## config.mk

```make
export PLATFORM = sky130hd
export DESIGN_NAME = hdmi_period_scheduler
export DESIGN_NICKNAME = d
export VERILOG_FILES = /design/src/rtl/hdmi_period_scheduler.sv
export SDC_FILE = /design/constraint.sdc
export NUM_CORES = 1
export LEC_CHECK = 0
export ABC_AREA = 1
export BUFFER_PORTS_ARGS = -buffer_cell sky130_fd_sc_hd__buf_2
export CELL_PAD_IN_SITES_DETAIL_PLACEMENT = 1
export CELL_PAD_IN_SITES_GLOBAL_PLACEMENT = 1
export CORE_ASPECT_RATIO = 1.2
export CORE_UTILIZATION = 42
export DETAILED_ROUTE_END_ITERATION = 8
export HOLD_SLACK_MARGIN = 0.12
export PLACE_DENSITY = 0.92
export SYNTH_ARGS = -nofsm -noshare
export SYNTH_HDL_FRONTEND = slang
export SYNTH_SLANG_ARGS = --single-unit
```

## constraint.sdc

```tcl
create_clock -name clk -period 2.3 [get_ports clk]
set_clock_uncertainty 0.15 [all_clocks]
set_input_delay 0.46 -clock clk [delete_from_list [all_inputs] [get_ports clk]]
set_output_delay 0.46 -clock clk [all_outputs]
set_load 0.05 [all_outputs]
```

## src/rtl/hdmi_period_scheduler.sv

```systemverilog
// HDMI period scheduler: raster timing, video preamble/guard band, and a
// once-per-line data island slot shared round-robin among packet sources.
// Every output is registered and describes the x/y presented in that cycle.
module hdmi_period_scheduler #(
    parameter int H_ACTIVE   = 640,
    parameter int H_FRONT    = 16,
    parameter int H_SYNC     = 96,
    parameter int H_BACK     = 48,
    parameter int V_ACTIVE   = 480,
    parameter int V_FRONT    = 10,
    parameter int V_SYNC     = 2,
    parameter int V_BACK     = 33,
    parameter int NUM_REQ    = 2,
    parameter int ISL_OFFSET = 4
) (
    input  logic               clk,
    input  logic               reset,
    input  logic [NUM_REQ-1:0] pkt_req,
    output logic [NUM_REQ-1:0] pkt_grant,
    output logic [4:0]         pkt_idx,
    output logic [11:0]        x,
    output logic [11:0]        y,
    output logic               hSync,
    output logic               vSync,
    output logic               VDE,
    output logic               ADE,
    output logic               vid_pre,
    output logic               vid_gb,
    output logic               isl_pre,
    output logic               isl_gb
);

    localparam int H_TOTAL = H_ACTIVE + H_FRONT + H_SYNC + H_BACK;
    localparam int V_TOTAL = V_ACTIVE + V_FRONT + V_SYNC + V_BACK;
    localparam int H_BLANK = H_TOTAL - H_ACTIVE;
    localparam int IS      = H_ACTIVE + ISL_OFFSET;

    // Island = 8 preamble + 2 guard + 32 packet + 2 guard, and it must still
    // leave 12 control clocks plus the 10-clock video preamble/guard band.
    localparam bit ISL_EN = (H_BLANK >= ISL_OFFSET + 44 + 12 + 10);

    localparam int PW = (NUM_REQ > 1) ? $clog2(NUM_REQ) : 1;

    localparam logic [11:0] HT_M1 = 12'(H_TOTAL - 1);
    localparam logic [11:0] VT_M1 = 12'(V_TOTAL - 1);
    localparam logic [11:0] HA    = 12'(H_ACTIVE);
    localparam logic [11:0] VA    = 12'(V_ACTIVE);
    localparam logic [11:0] HS_B  = 12'(H_ACTIVE + H_FRONT);
    localparam logic [11:0] HS_E  = 12'(H_ACTIVE + H_FRONT + H_SYNC - 1);
    localparam logic [11:0] VS_B  = 12'(V_ACTIVE + V_FRONT);
    localparam logic [11:0] VS_E  = 12'(V_ACTIVE + V_FRONT + V_SYNC - 1);
    localparam logic [11:0] VP_B  = 12'(H_TOTAL - 10);
    localparam logic [11:0] VP_E  = 12'(H_TOTAL - 3);
    localparam logic [11:0] VG_B  = 12'(H_TOTAL - 2);
    localparam logic [11:0] IS_M1 = 12'(IS - 1);

    typedef enum logic [2:0] {
        ST_IDLE,
        ST_PRE,
        ST_LGB,
        ST_PKT,
        ST_TGB
    } state_t;

    state_t               state_reg;
    logic [5:0]           phase_reg;
    logic [PW-1:0]        ptr_reg;

    logic [11:0]          x_next;
    logic [11:0]          y_next;
    logic [11:0]          y_succ;
    logic                 succ_active;

    logic                 req_any;
    logic [NUM_REQ-1:0]   sel_onehot;
    logic [PW-1:0]        sel_idx;
    logic [PW-1:0]        ptr_adv;

    // Next raster position; outputs are decoded from it so that they line up
    // with the registered x/y they are launched together with.
    always_comb begin
        x_next = x + 12'd1;
        y_next = y;
        if (x == HT_M1) begin
            x_next = 12'd0;
            y_next = (y == VT_M1) ? 12'd0 : y + 12'd1;
        end
        y_succ      = (y_next == VT_M1) ? 12'd0 : y_next + 12'd1;
        succ_active = (y_succ < VA);
    end

    // Round-robin pick: first requester at or after the pointer, wrapping.
    always_comb begin
        int k;
        sel_onehot = '0;
        sel_idx    = '0;
        req_any    = 1'b0;
        for (int i = 0; i < NUM_REQ; i++) begin
            k = int'(ptr_reg) + i;
            if (k >= NUM_REQ) begin
                k = k - NUM_REQ;
            end
            if (!req_any && pkt_req[k]) begin
                req_any       = 1'b1;
                sel_idx       = PW'(k);
                sel_onehot[k] = 1'b1;
            end
        end
        ptr_adv = (sel_idx == PW'(NUM_REQ - 1)) ? '0 : sel_idx + 1'b1;
    end

    // Raster counters and the video timing flags derived from them.
    always_ff @(posedge clk or posedge reset) begin
        if (reset) begin
            x       <= '0;
            y       <= '0;
            VDE     <= 1'b0;
            hSync   <= 1'b0;
            vSync   <= 1'b0;
            vid_pre <= 1'b0;
            vid_gb  <= 1'b0;
        end else begin
            x       <= x_next;
            y       <= y_next;
            VDE     <= (x_next < HA) && (y_next < VA);
            hSync   <= (x_next >= HS_B) && (x_next <= HS_E);
            vSync   <= (y_next >= VS_B) && (y_next <= VS_E);
            vid_pre <= succ_active && (x_next >= VP_B) && (x_next <= VP_E);
            vid_gb  <= succ_active && (x_next >= VG_B);
        end
    end

    // Data island sequencer: one slot per line, decided in the cycle before
    // the slot starts; the grant is held until the trailing guard band ends.
    always_ff @(posedge clk or posedge reset) begin
        if (reset) begin
            state_reg <= ST_IDLE;
            phase_reg <= '0;
            ptr_reg   <= '0;
            pkt_grant <= '0;
            pkt_idx   <= '0;
            isl_pre   <= 1'b0;
            isl_gb    <= 1'b0;
            ADE       <= 1'b0;
        end else begin
            case (state_reg)
                ST_IDLE: begin
                    if (ISL_EN && (x == IS_M1) && req_any) begin
                        state_reg <= ST_PRE;
                        phase_reg <= '0;
                        ptr_reg   <= ptr_adv;
                        pkt_grant <= sel_onehot;
                        isl_pre   <= 1'b1;
                    end
                end
                ST_PRE: begin
                    if (phase_reg == 6'd7) begin
                        state_reg <= ST_LGB;
                        phase_reg <= '0;
                        isl_pre   <= 1'b0;
                        isl_gb    <= 1'b1;
                    end else begin
                        phase_reg <= phase_reg + 6'd1;
                    end
                end
                ST_LGB: begin
                    if (phase_reg == 6'd1) begin
                        state_reg <= ST_PKT;
                        phase_reg <= '0;
                        isl_gb    <= 1'b0;
                        ADE       <= 1'b1;
                        pkt_idx   <= '0;
                    end else begin
                        phase_reg <= phase_reg + 6'd1;
                    end
                end
                ST_PKT: begin
                    if (phase_reg == 6'd31) begin
                        state_reg <= ST_TGB;
                        phase_reg <= '0;
                        ADE       <= 1'b0;
                        pkt_idx   <= '0;
                        isl_gb    <= 1'b1;
                    end else begin
                        phase_reg <= phase_reg + 6'd1;
                        pkt_idx   <= phase_reg[4:0] + 5'd1;
                    end
                end
                ST_TGB: begin
                    if (phase_reg == 6'd1) begin
                        state_reg <= ST_IDLE;
                        phase_reg <= '0;
                        isl_gb    <= 1'b0;
                        pkt_grant <= '0;
                    end else begin
                        phase_reg <= phase_reg + 6'd1;
                    end
                end
                default: begin
                    state_reg <= ST_IDLE;
                    phase_reg <= '0;
                    pkt_grant <= '0;
                    pkt_idx   <= '0;
                    isl_pre   <= 1'b0;
                    isl_gb    <= 1'b0;
                    ADE       <= 1'b0;
                end
            endcase
        end
    end

endmodule

```

Word-level counts from Yosys, hierarchy flattened. Cells that the tools add are included.

Order comparisons: 16. Reductions and logical operators: 23. $add $sub $neg: 9. Equality and inequality tests: 17. Mux-type cells: 50. Bitwise logic cells: 5.

Operators by type and width (count): $ge A32 B1 Y1 const B (2); $lt A32 B3 Y1 const B (2); $mux W32 (2); $eq A12 B10 Y1 const B (4); $mux W12 (4); $add A12 B1 Y12 const B (3); $ge A12 B10 Y1 const B (3); $le A12 B10 Y1 const B (2); $lt A12 B9 Y1 const B (2); $mux W6 (4); $pmux W6 S4 (1); $mux W1 (20); $mux W3 (5); $pmux W3 S5 (1); $pmux W5 S3 (1); $ge A12 B9 Y1 const B (1); $le A12 B9 Y1 const B (1); $lt A12 B10 Y1 const B (1); $logic_and A1 B1 Y1 (10); $mux W5 (2); $ne A2 B2 Y1 const B (5); $reduce_and A3 Y1 (3); $reduce_or A3 Y1 (3); $mux W2 (4); other kinds (27) (34).

Output and inout port bits: 39. Bits of input ports: 4. Register bits after elaboration: 49. Logic and storage cells: 135.

Depth between registers and ports, before layout. Gate-level depths: netlist (run 1).

Depth in word-level cells: 12. Gate-level depth with buffers: 16. Gate-level depth less buffers: 16.

Least setup slack after synthesis (run 1). OpenSTA, ideal clock, no wires.

Path type: register to register. Start: register x[0]. End: register vid_gb. Buffers on the path: 0. Library setup time: 0.122 ns. Arrival time: 2.234 ns. Slack: -0.206 ns. Stages on the path, launching flop included: 15. Period minus slack after synthesis: 2.506 ns. Data required time: 2.028 ns. Path through: dfrtp_1 > ha_1 > nand3_2 > clkinv_2 > nand2_2 > nor2_4 > nand3_2 > nand2_2 > nand3_1 > nor2_2 > nand2_1 > nand2_1 > nand2_1 > nor2_2 > nor3_2.

Longest elaborated chain between the ends: 6. Elaborated cells on any way between the ends: 10. Those cells by class: add/sub (2); order compare (2); eq/ne (2); mux (3); reduce/logical (1).

Ends and longest elaborated chain: start: declaration (line 21) `output logic [11:0] x,`; start signal: assignment (line 123) `x <= x_next;`; $eq A12 B10 Y1 (*) (line 84) `if (x == HT_M1) begin`; $mux W12 (*) (line 84); net y_next[1] (line 70) `logic [11:0] y_next;`; $add A12 B1 Y12 or $eq A12 B10 Y1 (tied branches) (line 88) `y_succ = (y_next == VT_M1) ? 12'd0 : y_next + 12'd1;`; $mux W12 (*) (line 88); $lt A12 B9 Y1 (*) (line 89) `succ_active = (y_succ < VA);`; $logic_and A1 B1 Y1 (*) (line 129) `vid_gb <= succ_active && (x_next >= VG_B);`; end signal: assignment (line 129); end: declaration (line 28) `output logic vid_gb,`.

The timed path passes the listed nets; every way through them passes the cells marked *. A chain may end at the register's enable or synchronous reset.

Final worst setup path (run 1).
Start: register y[1]. End: register vid_pre.

Longest elaborated chain between the ends: 8. Elaborated cells on any way between the ends: 10. Those cells by class: add/sub (2); order compare (1); eq/ne (2); mux (3); reduce/logical (2).

Ends and longest elaborated chain: start: declaration (line 22) `output logic [11:0] y,`; start signal: assignment (line 124) `y <= y_next;`; $add A12 B1 Y12 or $eq A12 B10 Y1 (tied branches) (line 86) `y_next = (y == VT_M1) ? 12'd0 : y + 12'd1;`; $mux W12 (*) (line 86); $mux W12 (*) (line 84); net y_next[4] (line 70); $add A12 B1 Y12 or $eq A12 B10 Y1 (tied branches) (line 88); $mux W12 (*) (line 88); $lt A12 B9 Y1 (*) (line 89); $logic_and A1 B1 Y1 (*) (2 in a row) (line 128) `vid_pre <= succ_active && (x_next >= VP_B) && (x_next <= VP_E);`; end signal: assignment (line 128); end: declaration (line 27) `output logic vid_pre,`.

Marked as above.

==> reports/qor.txt, run 1 <==
endpoints failing setup: 4
sequential area share after synthesis: 0.378
Worst Hold Class: input pin to async pin
total die area: 0.00808 mm2
Synth Cell Area: 0.00325 mm2
CP Capture Type: flop
Tcrit/Tclk final: 1.08
TritonCTS clock tree: built
H-tree levels: 2
cell count after synthesis: 457
flop2flop setup slack: -0.18 ns
Starting Density: 0.441
Worst Setup SP: y[1]
slowest library cell on the worst path: dfrtp_2
Final GP Congestion: 0.904
Final ANT Viol Nets: 0
max-cap viol count: 0
Syn Area/Cell: 7.10 um2
RSZ-0062 raised after global routing: true
Post-synth EDFFs: 0
root buffer cell: clkbuf_8
commonest cells after routing, fill and taps aside: nand2_1, inv_1, buf_4, buf_2, dfrtp_1
GR Overflow Total: 0
Leakage: 2.31 nW
final instance count without filler cells: 648
via count: 3,782
via/cell ratio: 5.84
FMAX: 403 MHz
FF+latch count, synth: 49
Syn-to-layout area delta: 35.6%
Netlist cell types: 36
cell chain of the critical path: ha_4 -> nand3_2 -> buf_4 -> nand2_1 -> nand2_1 -> inv_1 -> nand2_2 -> o21ai_4 -> inv_1 -> nor2_1 -> nand2_1 -> nand4_1 -> nor2_4 -> nor3_2
placed cells: 611
hold bufs inserted after CTS: 0
global-route wire length before repair: 18,200 um
Final Hold Vio Count: 0
slowest cell delay on critical path: 0.45 ns
Data required, critical path: 2.40 ns
core area: 0.00736 mm2
Crit path top cell by count: nand2_1
Yosys Warn Count: 0
clock sink total: 49
Die Y: 98.3 um
setup TNS: -0.483 ns
row cnt: 34
worst-margin pin slew: 0.668 ns
failing checks: setup timing
layout cell share with drive strength beyond 1: 0.398
CP Data Arrival Time: 2.58 ns
asr flop ratio synth: 1.00
CTS clk-pin slew, worst paths: 0.11 ns
Top FF cell, synth: dfrtp_1
initial antenna violation count: 0
CTS max path bufs: 2
WL final: 14,300 um
diodes inserted: 0
outcome: finished with violations
WS Path Type: flop to flop
r2r startpoint: y[1]
number of remaining DRC errors: 0
Synth Net Count: 467
final slew viol count: 0
PnR worst setup slack: -0.184 ns
kind of start point of the critical path: flop
NumNets Final: 567
R2R Path End: vid_pre
Largest delay share family, worst path: simple AND/OR/NAND/NOR gates
DR iter-0 viols: 175
Critical path buffers and inverters: 3
commonest non-fill, non-tap cell in the layout: nand2_1
clock latency at the later pin of the worst-skew pair: 0.33 ns
vias in the first global route: 3,692
Relative slew margins: 0.554
Power Density: 335 mW/mm2
Inserted Clock Buffers: 5
R2R cell count: 14
DP HPWL: 7900 um
WL/cell: 22.0 um
total track usage: 0.298
largest net degree at the start of global routing: 50
I/O pin cnt: 43
chip width: 82.2 um
drt pass-1 iters: 4
Max FO, Critical Path: 6
PortBufs: 42
Peak supply drop: 359 uV
min Tclk post-route: 2.48 ns
==> routing by layer <==
metal / vias up / part of all wire / track usage / wire length, um
li1: 1643 / - / - / -
met1: 1879 / 0.36 / 0.333 / 5190
met2: 171 / 0.51 / 0.539 / 7330
met3: 89 / 0.056 / 0.0495 / 800
met4: 0 / 0.067 / 0.130 / 962
met5: - / 0 / 0 / 0
==> tightest hold or removal path, cell delays in order <==
cell and delay, ns:
buf_2 0.10, inv_2 0.03, buf_4 0.52
==> what timing repair did <==
item	in CTS	in global routing
endpoints found under the setup margin	4	9
hold endpoints to repair	0	0
pin swaps	7	44
resized for setup	17	75
setup buffers	6	23
==> power by group <==
group	switching (W)	internal, W	leakage [nW]
sequential	0	0.000861	0.653
clock	0.000361	0.000229	0.0506
combinational	0.0000193	0.00000338	1.61
total	0.000380	0.00109	2.31
==> synth_stat cells, drive strengths merged (2+ instances only) <==
cell type  count  area [um2]
nand2        147         589
inv           77         289
nor2          65         335
dfrtp         49        1230
nand3         44         298
o21ai         22         114
nand4         11        68.8
nor3           8        50.1
ha             6        75.1
o22ai          5        31.3
xor2           5        43.8
a21oi          3        15.0
o21bai         3        22.5
clkinv         2        8.75
==> worst max-delay path by stage <==
stage | end | slack (ns) | cells after the start
3_3_place_gp | vid_gb | -0.09 | 15
4_1_cts | vid_pre | -0.02 | 15
5_1_grt | vid_pre | -0.44 | 15
3_5_place_dp | vid_pre | -0.10 | 15
2_1_floorplan | vid_gb | 0.01 | 13
6_report | vid_pre | -0.18 | 14
==> cell families after synthesis <==
| family | after synthesis | synth area share |
|---|---|---|
| adder cells (fa/ha/maj) | 6 | 0.0231 |
| flip-flops | 49 | 0.378 |
| buffers and inverters | 80 | 0.0933 |
| AO/OA/AOI/OAI | 40 | 0.0732 |
| XOR/XNOR | 5 | 0.0135 |
| AND/OR/NAND/NOR | 277 | 0.419 |
==> area by class of cell <==
| type | count | area (um2) |
|---|---|---|
| multi-input cells | 328 | 2030 |
| inverters | 79 | 305 |
| repair buffers | 94 | 619 |
| clock buffers | 5 | 68.8 |
| well taps | 90 | 113 |
| flip-flops and latches | 49 | 1240 |
| clock inverters | 3 | 28.8 |
| fillers | 936 | 2960 |
==> per-stage QoR <==
| stage | power, W | utilization | hold slack (ns) | cell area (um2) | setup WS (ns) |
|---|---|---|---|---|---|
| 2_1_floorplan | 0.000891 | - | 0.287 | 3260 | 0.0109 |
| 3_3_place_gp | 0.000901 | 0.510 | 0.320 | 3750 | -0.0917 |
| 3_5_place_dp | 0.000902 | 0.510 | 0.324 | 3750 | -0.103 |
| 4_1_cts | 0.00146 | 0.539 | 0.165 | 3970 | -0.0227 |
| 5_1_grt | 0.00151 | 0.598 | 0.216 | 4400 | -0.438 |
| 6_report | 0.00147 | 0.598 | 0.147 | 4400 | -0.184 |
Note: power is estimated with default switching activity, not from simulation.
==> inputs of run 2 (changes only) <==
Settings changed: CORE_UTILIZATION 42 to 43, CTS_BUF_LIST set to sky130_fd_sc_hd__clkbuf_8, PLACE_DENSITY 0.92 to 0.94.
==> reports/qor.txt, run 2 (same netlist as run 1, synthesis figures left out) <==
root buffer cell: clkbuf_8
clock sink total: 49 (unchanged)
largest net degree at the start of global routing: 27 (-46%)
sw frac: 0.227 (-0.0307)
RSZ-0062 raised after global routing: true
Final Hold Vio Count: 0 (unchanged)
placed cells: 602 (-1.5%)
Max FO, Critical Path: 5 (-1)
total track usage: 0.300 (+0.00155)
slowest cell delay on critical path: 0.43 ns (-0.02 ns)
Worst Hold Class: flop to flop
max-cap viol count: 0 (unchanged)
storage element area: 0.00124 mm2 (unchanged)
H-tree levels: 2 (unchanged)
via count: 3,761 (-0.56%)
CTS max path bufs: 2 (unchanged)
crit path capture: vid_pre
I/O pin cnt: 43 (unchanged)
slowest library cell on the worst path: dfrtp_2
PnR worst setup slack: -0.264 ns (-0.0798 ns)
Clk network pwr share: 0.439 (+0.039)
CTS clk-pin slew, worst paths: 0.13 ns (+0.02 ns)
Power Density: 363 mW/mm2 (+8.3%)
WS Path Type: flop to flop
DR iter-0 viols: 251 (+43%)
Starting Density: 0.446 (+0.00516)
global-route wire length before repair: 18,100 um (-0.15%)
final instance count without filler cells: 644 (-0.62%)
layout cell share with drive strength beyond 1: 0.401 (+0.00287)
commonest cells after routing, fill and taps aside: nand2_1, inv_1, buf_4, buf_2, dfrtp_1
Leakage: 2.27 nW (-1.9%)
final slew viol count: 0 (unchanged)
commonest non-fill, non-tap cell in the layout: nand2_1
initial antenna violation count: 0 (unchanged)
Final ANT Viol Nets: 0 (unchanged)
Die Y: 97.2 um (-1.1%)
CP Data Arrival Time: 2.62 ns (+0.04 ns)
Sw Pwr: 0.000359 W (-5.5%)
FMAX: 390 MHz (-3.1%)
CP Capture Type: flop
Inserted Clock Buffers: 5 (unchanged)
Worst Setup SP: y[0]
GR Overflow Total: 0 (unchanged)
kind of start point of the critical path: flop
drt pass-1 iters: 4 (unchanged)
WL/cell: 22.4 um (+1.8%)
r2r startpoint: y[0]
via/cell ratio: 5.84 (about the same)
Syn-to-layout area delta: 34.2%
worst-margin pin slew: 0.373 ns (-0.296 ns)
final core utilization: 0.599 (+0.000973)
NumNets Final: 563 (-0.71%)
WL final: 14,500 um (+1.2%)
setup TNS: -0.783 ns (-0.301 ns)
endpoints failing setup: 5 (+1)
row cnt: 34 (unchanged)
Crit path top cell by count: nand2_1
min Tclk post-route: 2.56 ns (+0.0798 ns)
Fillers: 923 (-1.4%)
Peak supply drop: 283 uV (-21%)
clock latency at the later pin of the worst-skew pair: 0.34 ns (about the same)
R2R Path End: vid_pre
TritonCTS clock tree: built
area of the multi-input gates: 0.00200 mm2 (-1.2%)
chip width: 81.3 um (-1.1%)
total die area: 0.00790 mm2 (-2.3%)
Relative slew margins: 0.750 (+0.195)
Seq pwr share: 0.545 (-0.039)
R2R cell count: 17 (+3)
diodes inserted: 0 (unchanged)
number of remaining DRC errors: 0 (unchanged)
worst hold slack: 0.337 ns (+0.190 ns)
P_int: 0.00122 W (+12%)
Comb pwr share: 0.017 (+0.002)
DP HPWL: 8010 um (+1.4%)
failing checks: setup timing
Data required, critical path: 2.36 ns (-0.04 ns)
Tcrit/Tclk final: 1.11 (+0.0347)
outcome: finished with violations
cell chain of the critical path: buf_4 -> buf_4 -> nand3_1 -> nand2_1 -> nand2_1 -> inv_1 -> nand2_1 -> nand2_1 -> nand2_1 -> inv_1 -> nand2_1 -> nor2_1 -> nand2_1 -> nand2_1 -> nand3_2 -> nand3_2 -> nor3_2
PortBufs: 42 (unchanged)
flop2flop setup slack: -0.26 ns (-0.08 ns)
vias in the first global route: 3,794 (+2.8%)
Final GP Congestion: 0.925 (+2.3%)
core area: 0.00727 mm2 (-1.2%)
run 2: changes by cell type in the layout (fill, tap and decap cells not counted), moves of 2 or more:
cell / before / now
buf_6: 5 / 3
nand3_1: 23 / 28
inv_1: 61 / 59
nor2_4: 17 / 11
nand2_4: 10 / 12
inv_2: 14 / 16
nand2_2: 21 / 27
nand2_1: 116 / 108
buf_4: 47 / 43
nor2_2: 11 / 16
nand3_2: 15 / 12
run 2: worst max-delay path, delay by kind of cell, from the launching register on:
kind,cells,cell delay [ns]
buf+inv,4,0.50
flops,1,0.43
simple gates,13,1.34
run 2: timing repair:
item,4_1_cts,5_1_grt
cloned,0,1
gates resized for setup,12,79
pin swaps,5,38
endpoints found under the setup margin,4,9
endpoints found under the hold margin,49,0
hold buffers,1,0
buffers inserted,5,27
run 2: cell type report:
| class | instances | share of cell area |
|---|---|---|
| Multi-Input combinational cell | 329 | 0.460 |
| Sequential cell | 49 | 0.284 |
| Timing Repair Buffer | 89 | 0.132 |
| Inverter | 79 | 0.0704 |
| Tap cell | 90 | 0.0258 |
| Clock buffer | 6 | 0.0190 |
| Clock inverter | 2 | 0.00862 |
run 2: power groups by stage:
stage | Clock [W] | Combinational, W | Sequential, W
floorplan | 0 | 0.0000134 | 0.000878
global placement | 0 | 0.0000244 | 0.000878
detailed placement | 0 | 0.0000259 | 0.000878
CTS | 0.000675 | 0.0000268 | 0.000861
global route | 0.000733 | 0.0000305 | 0.000861
finish | 0.000693 | 0.0000262 | 0.000861
run 2: routing by layer:
metal,global-route usage,share of wire,vias up
met5,0,0,-
met4,0.169,0.063,0
met3,0.0592,0.054,72
met2,0.524,0.51,196
met1,0.327,0.37,1856
li1,-,-,1637
run 2: worst min-delay path by stage:
stage                    to  depth (start not counted)  slack, ns
2_1_floorplan          flop                          2       0.29
3_3_place_gp     pkt_idx[1]                          2       0.32
3_5_place_dp           flop                          2       0.32
4_1_cts                flop                          2       0.34
5_1_grt        pkt_grant[1]                          3       0.37
6_report               flop                          2       0.34
run 2: metrics by stage:
| stage | power [W] | area, um2 | setup WS (ns) |
|---|---|---|---|
| global route | 0.00162 | 4360 | -0.432 |
| floorplan | 0.000891 | 3260 | 0.0109 |
| detailed placement | 0.000904 | 3690 | -0.108 |
| finish | 0.00158 | 4360 | -0.264 |
| CTS | 0.00156 | 3910 | -0.00232 |
| global placement | 0.000902 | 3690 | -0.0272 |
==> inputs of run 3 (changes only) <==
Settings changed: BUFFER_PORTS_ARGS -buffer_cell sky130_fd_sc_hd__buf_2 to -buffer_cell sky130_fd_sc_hd__clkbuf_2, CORE_ASPECT_RATIO 1.2 to 0.8.
==> reports/qor.txt, run 3 (same netlist as run 1, synthesis figures left out) <==
clock sink total: 49 (unchanged)
kind of start point of the critical path: flop
I/O pin cnt: 43 (unchanged)
total die area: 0.00790 mm2 (about the same)
global-route wire length before repair: 18,900 um (+4.0%)
Final ANT Viol Nets: 0 (unchanged)
Tcrit/Tclk final: 1.14 (+0.0262)
Syn-to-layout area delta: 33.0%
GR Layer Usage met2: 0.535 (+0.0112)
DP HPWL: 8360 um (+4.3%)
number of remaining DRC errors: 0 (unchanged)
Final Hold Vio Count: 0 (unchanged)
Die Y: 79.7 um (-18%)
Leakage: 2.22 nW (-1.9%)
outcome: finished with violations
Inserted Clock Buffers: 5 (unchanged)
chip width: 99.1 um (+22%)
FMAX: 381 MHz (-2.3%)
worst-margin pin slew: 0.405 ns (+0.0322 ns)
r2r startpoint: x[5]
root buffer cell: clkbuf_8
min Tclk post-route: 2.62 ns (+0.0603 ns)
failing checks: setup timing
endpoints failing setup: 5 (unchanged)
CTS clk-pin slew, worst paths: 0.11 ns (-0.02 ns)
initial antenna violation count: 0 (unchanged)
Worst Hold Depth: 3 (+1)
GRT busiest layer: met2
diodes inserted: 0 (unchanged)
CP Capture Type: flop
Final GP Congestion: 0.872 (-5.7%)
WS Path Type: flop to flop
Max FO, Critical Path: 4 (-1)
TritonCTS clock tree: built
Worst Hold Class: input pin to flop
met1 Use GR: 0.375 (+0.0483)
drt pass-1 iters: 5 (+1)
NumNets Final: 562 (-0.18%)
Peak supply drop: 253 uV (-10%)
Data required, critical path: 2.39 ns (+0.03 ns)
RSZ-0062 raised after global routing: true
CTS max path bufs: 2 (unchanged)
final core utilization: 0.608 (+0.00939)
flop2flop setup slack: -0.32 ns (-0.06 ns)
via/cell ratio: 5.94 (+1.7%)
commonest non-fill, non-tap cell in the layout: nand2_1
final slew viol count: 0 (unchanged)
WL/cell: 23.0 um (+2.3%)
hold_sp: pkt_req[1]
CP Data Arrival Time: 2.71 ns (+0.09 ns)
Power Density: 329 mW/mm2 (-9.2%)
commonest cells after routing, fill and taps aside: nand2_1, inv_1, buf_4, clkbuf_2, dfrtp_1
GR Overflow Total: 0 (unchanged)
Relative slew margins: 0.728 (-0.0216)
H-tree levels: 2 (unchanged)
via count: 3,800 (+1.0%)
Hold EP: pkt_grant[1]
Starting Density: 0.457 (+0.0113)
R2R Path End: vid_pre
DR iter-0 viols: 294 (+17%)
WL final: 14,700 um (+1.7%)
R2R cell count: 14 (-3)
max-cap viol count: 0 (unchanged)
vias in the first global route: 3,684 (-2.9%)
largest net degree at the start of global routing: 50 (+85%)
PnR worst setup slack: -0.324 ns (-0.0603 ns)
PortBufs: 42 (unchanged)
row cnt: 27 (-21%)
setup TNS: -1.18 ns (-0.394 ns)
layout cell share with drive strength beyond 1: 0.398 (-0.00289)
Fillers: 898 (-2.7%)
core area: 0.00709 mm2 (-2.5%)
clock latency at the later pin of the worst-skew pair: 0.33 ns (about the same)
total track usage: 0.313 (+0.0130)
routing usage on met3: 0.0613 (+0.00214)
## run 3: cell types whose count changed in the layout (fill, tap and decap cells not counted), sizes merged
cell,delta
nand3,-1
inv,+3
clkbuf,+41
clkinvlp,-1
buf,-42
bufinv,-1
## run 3: power breakdown
group          switching (W)  internal, W
Clock               0.000326     0.000206
Combinational      0.0000208   0.00000702
Sequential                 0     0.000861
Total               0.000347      0.00107
## run 3: cell type report
class                           instances  area (um2)  share of cell area
Clock buffer                            5        68.8              0.0159
Clock inverter                          3        12.5             0.00290
Inverter                               79         312              0.0722
Multi-Input combinational cell        328        1990               0.462
Sequential cell                        49        1240               0.286
Tap cell                               87         109              0.0252
Timing Repair Buffer                   89         586               0.136
## run 3: worst max-delay path, stage by stage (launching register included)
cell and delay (ns):
dfrtp_2 0.45, buf_4 0.14, buf_4 0.12, nand2_1 0.06
nor2_2 0.14, nand3_2 0.14, o21ai_1 0.17, inv_1 0.07
nor2_2 0.28, nand2_2 0.16, nor2_4 0.19, nand2_2 0.09
o21ai_1 0.16, nand2_1 0.10, nor3_2 0.12
## run 3: how the worst max path moves through the flow
| stage | from | to | slack, ns |
|---|---|---|---|
| finish | x[5] | vid_pre | -0.32 |
| global route | x[1] | vid_pre | -0.36 |
| CTS | x[5] | vid_pre | 0.01 |
| detailed placement | x[0] | vid_pre | -0.10 |
| global placement | y[0] | vid_pre | 0.04 |
| floorplan | x[2] | vid_gb | 0.01 |
## run 3: metal layers
layer	share of wire	vias up
met2	0.48	228
met1	0.39	1858
met4	0.051	0
met5	0	-
met3	0.074	78
li1	-	1636
## run 3: repair_timing
action                     4_1_cts  5_1_grt
setup endpoints to repair        3        7
hold endpoints to repair        49        0
hold buffers                     1        0
cloned                           0        0
pin swaps                        4       44
setup buffers                    3       30
gates resized for setup         13       77
## run 3: metrics by stage
step	cell area [um2]	total power [W]	setup slack (ns)	cells	hold slack, ns
finish	4320	0.00142	-0.324	640	0.323
global route	4320	0.00145	-0.364	640	0.353
CTS	3860	0.00140	0.0136	610	0.328
detailed placement	3690	0.000905	-0.101	598	0.320
global placement	3690	0.000904	0.0397	598	0.310
floorplan	3260	0.000891	0.0109	457	0.287
